==> src/rtl/picosoc_gpio_pkg.sv <==
// Shared constants for the PicoSoC GPIO peripheral: register word offsets,
// the value returned by reserved offsets, and the byte-strobe expansion helper.
package picosoc_gpio_pkg;

    localparam logic [3:0] OFS_OUT     = 4'd0;
    localparam logic [3:0] OFS_IN      = 4'd1;
    localparam logic [3:0] OFS_OE      = 4'd2;
    localparam logic [3:0] OFS_SET     = 4'd3;
    localparam logic [3:0] OFS_CLR     = 4'd4;
    localparam logic [3:0] OFS_TGL     = 4'd5;
    localparam logic [3:0] OFS_RISE_EN = 4'd6;
    localparam logic [3:0] OFS_FALL_EN = 4'd7;
    localparam logic [3:0] OFS_STATUS  = 4'd8;

    localparam logic [31:0] RESERVED_RDATA = 32'h0000_0000;

    // Expand the four byte strobes into a 32-bit byte-enable mask.
    function automatic logic [31:0] strobe_bytes(input logic [3:0] wstrb);
        return {{8{wstrb[3]}}, {8{wstrb[2]}}, {8{wstrb[1]}}, {8{wstrb[0]}}};
    endfunction

endpackage

==> src/rtl/picosoc_gpio_sync.sv <==
// Input synchroniser chain for the GPIO pins plus the previous-sample flop
// used for edge detection. Produces raw (unmasked) rise/fall pulses.
module picosoc_gpio_sync #(
    parameter int WIDTH       = 32,
    parameter int SYNC_STAGES = 2
) (
    input  logic             clk,
    input  logic             reset,
    input  logic [WIDTH-1:0] gpio_in,
    output logic [WIDTH-1:0] in_sync,
    output logic [WIDTH-1:0] rise_raw,
    output logic [WIDTH-1:0] fall_raw
);

    logic [WIDTH-1:0] sync_q [SYNC_STAGES];
    logic [WIDTH-1:0] prev_q;

    // Shift the asynchronous pins through the synchroniser and keep last IN.
    always_ff @(posedge clk or posedge reset) begin
        if (reset) begin
            for (int i = 0; i < SYNC_STAGES; i++) begin
                sync_q[i] <= '0;
            end
            prev_q <= '0;
        end else begin
            sync_q[0] <= gpio_in;
            for (int i = 1; i < SYNC_STAGES; i++) begin
                sync_q[i] <= sync_q[i-1];
            end
            prev_q <= sync_q[SYNC_STAGES-1];
        end
    end

    assign in_sync  = sync_q[SYNC_STAGES-1];
    assign rise_raw = in_sync & ~prev_q;
    assign fall_raw = ~in_sync & prev_q;

endmodule

==> src/rtl/picosoc_gpio.sv <==
// PicoSoC iomem GPIO peripheral: output/OE registers with atomic
// set/clear/toggle, synchronised inputs and edge-capture interrupt status.
module picosoc_gpio
    import picosoc_gpio_pkg::*;
#(
    parameter int          WIDTH       = 32,
    parameter logic [7:0]  BASE_ADDR   = 8'h02,
    parameter int          SYNC_STAGES = 2,
    parameter logic [31:0] RESET_OUT   = 32'h0
) (
    input  logic             clk,
    input  logic             reset,
    input  logic             iomem_valid,
    output logic             iomem_ready,
    input  logic [3:0]       iomem_wstrb,
    input  logic [31:0]      iomem_addr,
    input  logic [31:0]      iomem_wdata,
    output logic [31:0]      iomem_rdata,
    input  logic [WIDTH-1:0] gpio_in,
    output logic [WIDTH-1:0] gpio_out,
    output logic [WIDTH-1:0] gpio_oe,
    output logic             irq
);

    logic [WIDTH-1:0] out_q;
    logic [WIDTH-1:0] oe_q;
    logic [WIDTH-1:0] rise_en_q;
    logic [WIDTH-1:0] fall_en_q;
    logic [WIDTH-1:0] status_q;
    logic [WIDTH-1:0] status_next;
    logic [WIDTH-1:0] in_sync;
    logic [WIDTH-1:0] rise_raw;
    logic [WIDTH-1:0] fall_raw;
    logic [WIDTH-1:0] byte_en;
    logic [WIDTH-1:0] wmask;
    logic [WIDTH-1:0] clr_mask;
    logic [31:0]      byte_en32;
    logic [31:0]      wmask32;
    logic [31:0]      rd_value;
    logic [3:0]       ofs;
    logic             sel;
    logic             wr;
    logic             unused_addr_bits;

    picosoc_gpio_sync #(
        .WIDTH      (WIDTH),
        .SYNC_STAGES(SYNC_STAGES)
    ) u_sync (
        .clk     (clk),
        .reset   (reset),
        .gpio_in (gpio_in),
        .in_sync (in_sync),
        .rise_raw(rise_raw),
        .fall_raw(fall_raw)
    );

    assign sel       = iomem_valid && !iomem_ready && (iomem_addr[31:24] == BASE_ADDR);
    assign wr        = sel && (iomem_wstrb != 4'b0000);
    assign ofs       = iomem_addr[5:2];
    assign byte_en32 = strobe_bytes(iomem_wstrb);
    assign wmask32   = iomem_wdata & byte_en32;
    assign byte_en   = byte_en32[WIDTH-1:0];
    assign wmask     = wmask32[WIDTH-1:0];
    assign clr_mask  = (wr && ofs == OFS_STATUS) ? wmask : '0;

    assign unused_addr_bits = &{1'b0, iomem_addr[23:6], iomem_addr[1:0]};

    // Read mux: value of the addressed register before this access's write.
    always_comb begin
        rd_value = RESERVED_RDATA;
        case (ofs)
            OFS_OUT:     rd_value = 32'(out_q);
            OFS_IN:      rd_value = 32'(in_sync);
            OFS_OE:      rd_value = 32'(oe_q);
            OFS_RISE_EN: rd_value = 32'(rise_en_q);
            OFS_FALL_EN: rd_value = 32'(fall_en_q);
            OFS_STATUS:  rd_value = 32'(status_q);
            default:     rd_value = RESERVED_RDATA;
        endcase
    end

    // Edge capture: new enabled edges set bits, RW1C clears the rest.
    always_comb begin
        status_next = (status_q & ~clr_mask) | (rise_raw & rise_en_q) | (fall_raw & fall_en_q);
    end

    // Bus handshake: one-cycle ready pulse and registered read data.
    always_ff @(posedge clk or posedge reset) begin
        if (reset) begin
            iomem_ready <= 1'b0;
            iomem_rdata <= 32'h0;
        end else begin
            iomem_ready <= sel;
            iomem_rdata <= sel ? rd_value : 32'h0;
        end
    end

    // OUT register: byte-strobed writes plus atomic set/clear/toggle.
    always_ff @(posedge clk or posedge reset) begin
        if (reset) begin
            out_q <= RESET_OUT[WIDTH-1:0];
        end else if (wr) begin
            case (ofs)
                OFS_OUT: out_q <= (out_q & ~byte_en) | wmask;
                OFS_SET: out_q <= out_q | wmask;
                OFS_CLR: out_q <= out_q & ~wmask;
                OFS_TGL: out_q <= out_q ^ wmask;
                default: ;
            endcase
        end
    end

    // Plain byte-strobed RW control registers: OE and edge enables.
    always_ff @(posedge clk or posedge reset) begin
        if (reset) begin
            oe_q      <= '0;
            rise_en_q <= '0;
            fall_en_q <= '0;
        end else if (wr) begin
            case (ofs)
                OFS_OE:      oe_q      <= (oe_q & ~byte_en) | wmask;
                OFS_RISE_EN: rise_en_q <= (rise_en_q & ~byte_en) | wmask;
                OFS_FALL_EN: fall_en_q <= (fall_en_q & ~byte_en) | wmask;
                default: ;
            endcase
        end
    end

    // Status and interrupt flops; irq tracks the OR of the next status.
    always_ff @(posedge clk or posedge reset) begin
        if (reset) begin
            status_q <= '0;
            irq      <= 1'b0;
        end else begin
            status_q <= status_next;
            irq      <= |status_next;
        end
    end

    assign gpio_out = out_q;
    assign gpio_oe  = oe_q;

endmodule

==> config.mk <==
export PLATFORM = sky130hd
export DESIGN_NAME = picosoc_gpio
export DESIGN_NICKNAME = d
export VERILOG_FILES = /design/src/rtl/picosoc_gpio_pkg.sv /design/src/rtl/picosoc_gpio_sync.sv /design/src/rtl/picosoc_gpio.sv
export SDC_FILE = /design/constraint.sdc
export NUM_CORES = 1
export LEC_CHECK = 0
export ABC_AREA = 1
export CAP_MARGIN = 10
export CORE_MARGIN = 4
export CORE_UTILIZATION = 39
export DETAILED_ROUTE_END_ITERATION = 12
export PLACE_DENSITY_LB_ADDON = 0.3
export SLEW_MARGIN = 20
export SYNTH_ARGS = -nofsm -noshare
export SYNTH_HDL_FRONTEND = slang
export SYNTH_HIERARCHICAL = 1
export SYNTH_SLANG_ARGS = --single-unit
==> constraint.sdc <==
create_clock -name clk -period 8.6 [get_ports clk]
set_clock_uncertainty 0.15 [all_clocks]
set_input_delay 2.15 -clock clk [delete_from_list [all_inputs] [get_ports clk]]
set_output_delay 2.15 -clock clk [all_outputs]
set_load 0.05 [all_outputs]
* Word-level counts from Yosys, hierarchy flattened
Cells that the tools add are included.
** Storage, ports and cells
- Logic and storage cells :: 61
- Bits of input ports :: 103
- Bits in registers :: 290
** Cells by class
- Bitwise operators :: 24
- Equality and inequality tests :: 9
- Reductions and logical operators :: 13
- Muxes and demuxes :: 4
** Operators by type and width (number)
- $and A32 B32 Y32 :: 11
- $or A32 B32 Y32 :: 7
- $pmux W32 S6 :: 1
- $not A32 Y32 :: 5
- $pmux W32 S4 :: 1
- $mux W32 :: 2
- $reduce_or A32 Y1 :: 1
- $xor A32 B32 Y32 :: 1
- $eq A4 B3 Y1 const B :: 4
- $eq A4 B2 Y1 const B :: 2
- $eq A8 B2 Y1 const B :: 1
- $reduce_and A2 Y1 :: 4
- $reduce_bool A4 Y1 :: 2
- $eq A4 B1 Y1 const B :: 1
- $eq A4 B4 Y1 const B :: 1
- $logic_and A1 B1 Y1 :: 4
- $logic_not A4 Y1 :: 1
- $logic_not A1 Y1 :: 1

* Longest topological paths before layout
- Depth after elaboration :: 11
- Depth in mapped cells :: 12

* Cells and area by module
Netlist, hierarchy kept.
** By module, submodules not included
- picosoc_gpio :: cells an instance 1218, instances 1, sequential area each 4854.7 µm², area each 10294.9 µm²
- picosoc_gpio_sync :: cells an instance 257, instances 1, sequential area each 2402.3 µm², area each 3126.7 µm²

* Least setup slack after synthesis
OpenSTA, ideal clock, no wires.
- Path kind :: input-to-reg
- Start :: in iomem_addr[25]
- End :: reg (tool-made name)
- Path buffers :: 2
- Arrival time :: 3.337 ns
- Cell stages on the path :: 11
- Slack :: 4.990 ns
- Setup time :: 0.123 ns
- Path through :: inv_1 > nor2_1 > nand3_1 > nor2_4 > inv_2 > nor2_4 > buf_8 > nand3_4 > buf_2 > nand2_1 > o21ai_1
** RTL lines
- start: declaration :: line picosoc_gpio.sv:16 : input logic [31:0] iomem_addr,

==> impl.org <==
** Run status
- Status :: completed

** STA
- Based on the critical path, the design can be clocked at up to 184.0 MHz.
- Period Utilization, post-route :: 63.20%
- At the pin with the least slew margin, the transition time is 1.063 ns.
- The worst path in the final design needs a cycle of 5.435 ns, including I/O delays and setup.
- Unrepaired setup endpoints after global routing :: no
- The number of hold violations in the final report was 0.
- Worst slew margin relative to its limit :: 29.04%
- Summed over all failing endpoints, the final setup total negative slack is 0 ns.
- Setup-failing EPs final :: 0
- Pins Over Slew Limit :: 0

** Route
- The detailed router placed 10,800 vias in this run.
- First-pass detailed-route iteration total :: 5
- Routed vias/inst :: 5.194
- For this run, design rule violations remaining after detail routing come to 0.
- The count of nets left with antenna violations once routing finished came out at 0.
- Number of DRC markers after the initial detailed-route iteration :: 709
- Drt wl/cell :: 18.61 um
- After detailed routing, the total wire length is 38,700 um.

** Clock tree
- CTS Root Cell :: sky130_fd_sc_hd__clkbuf_16
- The number of setup buffers added after CTS is 0.
- In this run, CTS created clock tree buffers numbering 34.
- Clock latency on the worst-skew pair, taken at its later pin, is 0.51 ns.
- Clock Pin Slew Worst Setup and Hold Paths :: 0.06 ns
- After clock tree synthesis, the flow added hold-fix buffers numbering 0.
- The clock tree synthesis step divided the H-tree into 2 levels.
- The number of gates resized after CTS was 0.
- CTS tree :: done
- The longest clock path from root to sink contains 3 buffers.
- CTS sink cnt :: 290

** Synthesis
- Post-synthesis instance area :: 0.01342 mm^2
- The most used flip-flop cell after synthesis is sky130_fd_sc_hd__dfrtp_1.
- For this run, the number of Yosys warnings is 6.
- The cell count after synthesis came out at 1,475.
- Synthesis inferred 290 register bits.
- The netlist uses 31 different library cells.
- Counting flops with an async set or reset pin after synthesis yields a share of 100.0%.
- Post-synth EDFFs :: 0
- Average cell area after synthesis :: 9.099 um^2
- Sequential area share after synthesis :: 54.07%
- Net count after synthesis :: 1,610

** Finish
- Leaving out fill and tap cells, the most frequent cell in the layout is sky130_fd_sc_hd__dfrtp_1.
- Layout overhead on the synthesized area :: 22.30%
- Counting the fill cells in the layout gives 3,196.
- For this run, the number of standard cells in the final layout without fillers is 2,079.
- The repair_antennas step left the layout with diodes totalling 0.
- Of the cells placed in the final design, the portion with a size suffix greater than 1 is 5.947%.
- Most frequent cells in the layout :: 290 x sky130_fd_sc_hd__dfrtp_1, 268 x sky130_fd_sc_hd__nand2_1, 221 x sky130_fd_sc_hd__inv_1
- At the end of the flow, the number of nets in the layout was 1,743.

** Worst setup path
- The worst setup path is of the input port to register kind.
- The critical path crosses 10 cells after its start point.
- The critical path contains buffers and inverters numbering 4 combined.
- Category of the worst setup path capture point :: register
- Walking the worst path, the cells encountered are clkdlybuf4s50_1 -> inv_1 -> nor2_1 -> nand3_1 -> nor2_4 -> buf_4 -> inv_2 -> nor2_4 -> nand3_1 -> o21ai_0.
- The most critical setup path has its startpoint at iomem_addr[25].
- CP startpoint kind :: input port
- The number of cells on the worst reg-to-reg path is 8.
- Largest delay share family, worst path :: simple AND/OR/NAND/NOR gates
- The worst register-to-register path begins at iomem_ready.
- The slowest stage of the critical path is the sky130_fd_sc_hd__nor2_4 cell.
- In this run the worst path has a maximum fanout of 34.
- In this design, the stage delay of the slowest critical-path cell is 0.70 ns.
- Required arrival time at the worst endpoint :: 8.86 ns
- Arrival time of data at the critical path endpoint :: 5.69 ns

** Global route
- The number of global-route vias before repair is 11,170.
- In the global route stage, overall resource usage came out at 20.46%.
- The total overflow left after global routing is 0.
- Global routing consumed, on the met1 layer, 27.40% of the routing resources.
- Met2 Resource Use GR :: 34.72%
- Entering global routing, the biggest net connects 124 pins.
- The initial antenna violation count was 0.
- Met3 Use GR :: 3.235%
- The first global-routing pass estimated 62,080 um of wire.
- Top Usage Layer GRT :: met2

** Die
- Area of the core :: 0.03370 mm^2
- Number of top-level pins :: 201
- The die is 193.5 um wide.
- The die is 193.5 um tall.
- Number of rows created at floorplan :: 67
- Starting utilization of the core area :: 39.83%
- The floorplan step defined a die boundary enclosing 0.03745 mm^2.

** Run
- The tool flagged a number of max-cap violations equal to 0.

** Placed design
- Routability-driven placement finished with a final weighted congestion of 0.7806.
- After legalization and detailed placement, the total HPWL measured 24,180 um.
- Input and output buffers added on the ports amount to 180.
- In this run, placement finished with an instance count of 2,020.

** Power and ir drop
- The internal portion of the total power is 2.317 mW.
- Power density cells :: 186.6 mW/mm^2
- Fraction of power consumed by the clock network :: 45.8%
- In this run, flip-flops and latches consume 46.4% of the power.
- Leak pwr :: 7.936 nW
- Summed over all nets, the switching power comes to 0.7456 mW.
- Peak supply drop :: 0.0001240 V
- Sw frac :: 24.34%
- Combinational Power Share :: 7.8%

** Min path
- The startpoint identified for the worst hold timing path is u_sync/sync_q[43].
- Cell depth of the worst hold path :: 0
- The min-delay analysis places its worst path in the category register to register.
metrics by stage:
stage	hold WS [ns]	area, um^2	util (%)	worst slack (ns)	power (mW)
global route	0.1972	16410	48.71	2.824	3.185
finish	0.1959	16410	48.71	3.165	3.063
floorplan	0.1812	13420	-	1.016	1.586
CTS	0.1970	16410	48.71	3.167	3.097
global placement	0.1829	15320	45.46	2.636	1.681
detailed placement	0.1847	15320	45.46	2.634	1.688
cell families (layout without fill, tap and decap cells):
group           count (synthesis)  in the layout  share of synthesized area [%]
compound gates                337            337                          15.23
simple gates                  473            473                          15.71
fa+ha+maj                      32             32                          2.983
buf+inv                       325            481                          10.66
mux                            18             18                          1.342
flops                         290            290                          54.07
layer usage:
layer  share of wire (%)  routed length, um
met5                   0                  0
met4                 2.4                941
met3                 5.5               2123
met2                  48              18750
met1                  44              16880
cell usage after synthesis, types with 30 or more instances:
cell type / n / share of area [%]
sky130_fd_sc_hd__a41oi_1: 31 / 2.0
sky130_fd_sc_hd__o21ai_1: 57 / 2.1
sky130_fd_sc_hd__clkbuf_1: 30 / 0.84
sky130_fd_sc_hd__nand3_1: 36 / 1.3
sky130_fd_sc_hd__a221oi_1: 30 / 2.0
sky130_fd_sc_hd__buf_4: 33 / 1.8
sky130_fd_sc_hd__a21oi_1: 50 / 1.9
sky130_fd_sc_hd__ha_1: 32 / 3.0
sky130_fd_sc_hd__nor2_1: 117 / 3.3
sky130_fd_sc_hd__dfrtp_1: 290 / 54
sky130_fd_sc_hd__a22o_1: 32 / 2.1
sky130_fd_sc_hd__inv_1: 223 / 6.2
sky130_fd_sc_hd__nand4_1: 33 / 1.5
sky130_fd_sc_hd__nand2_1: 268 / 7.5
sky130_fd_sc_hd__o21ai_0: 134 / 5.0
path summary, 6_finish.rpt:
kind	end	slack (ns)
hold / removal	u_sync/in_sync[11]	0.20
setup reg to reg	register	4.90
hold reg to reg	u_sync/in_sync[11]	0.20
setup / recovery	register	3.16
min in group asynchronous	u_sync/sync_q[49]	2.12
max in group asynchronous	status_q[24]	4.53
power by group through the flow:
stage,Sequential [mW],Clock (mW),Combinational (mW)
after global routing,1.43,1.49,0.268
final,1.42,1.40,0.238
after detailed placement,1.45,0,0.241
after floorplan,1.46,0,0.128
after global placement,1.45,0,0.235
after CTS,1.42,1.43,0.242
worst reg2reg max path, cell delays in order (launching register included):
cell                      delay [ns]
sky130_fd_sc_hd__dfrtp_1        0.38
sky130_fd_sc_hd__nor2_1         0.15
sky130_fd_sc_hd__nand3_1        0.13
sky130_fd_sc_hd__nor2_4         0.09
sky130_fd_sc_hd__buf_4          0.43
sky130_fd_sc_hd__inv_2          0.55
sky130_fd_sc_hd__nor2_4         0.70
sky130_fd_sc_hd__nand3_1        0.67
sky130_fd_sc_hd__o21ai_0        0.36
layout make-up:
type,instances,area [um^2],area share [%]
flip-flops and latches,290,7257,44.21
multi-input cells,860,4738,28.87
repair buffers,192,1892,11.53
clock buffers,46,987.2,6.014
inverters,230,873.3,5.321
well taps,448,560.5,3.415
clock inverters,13,106.4,0.6479
Note: power is estimated with default switching activity, not from simulation.
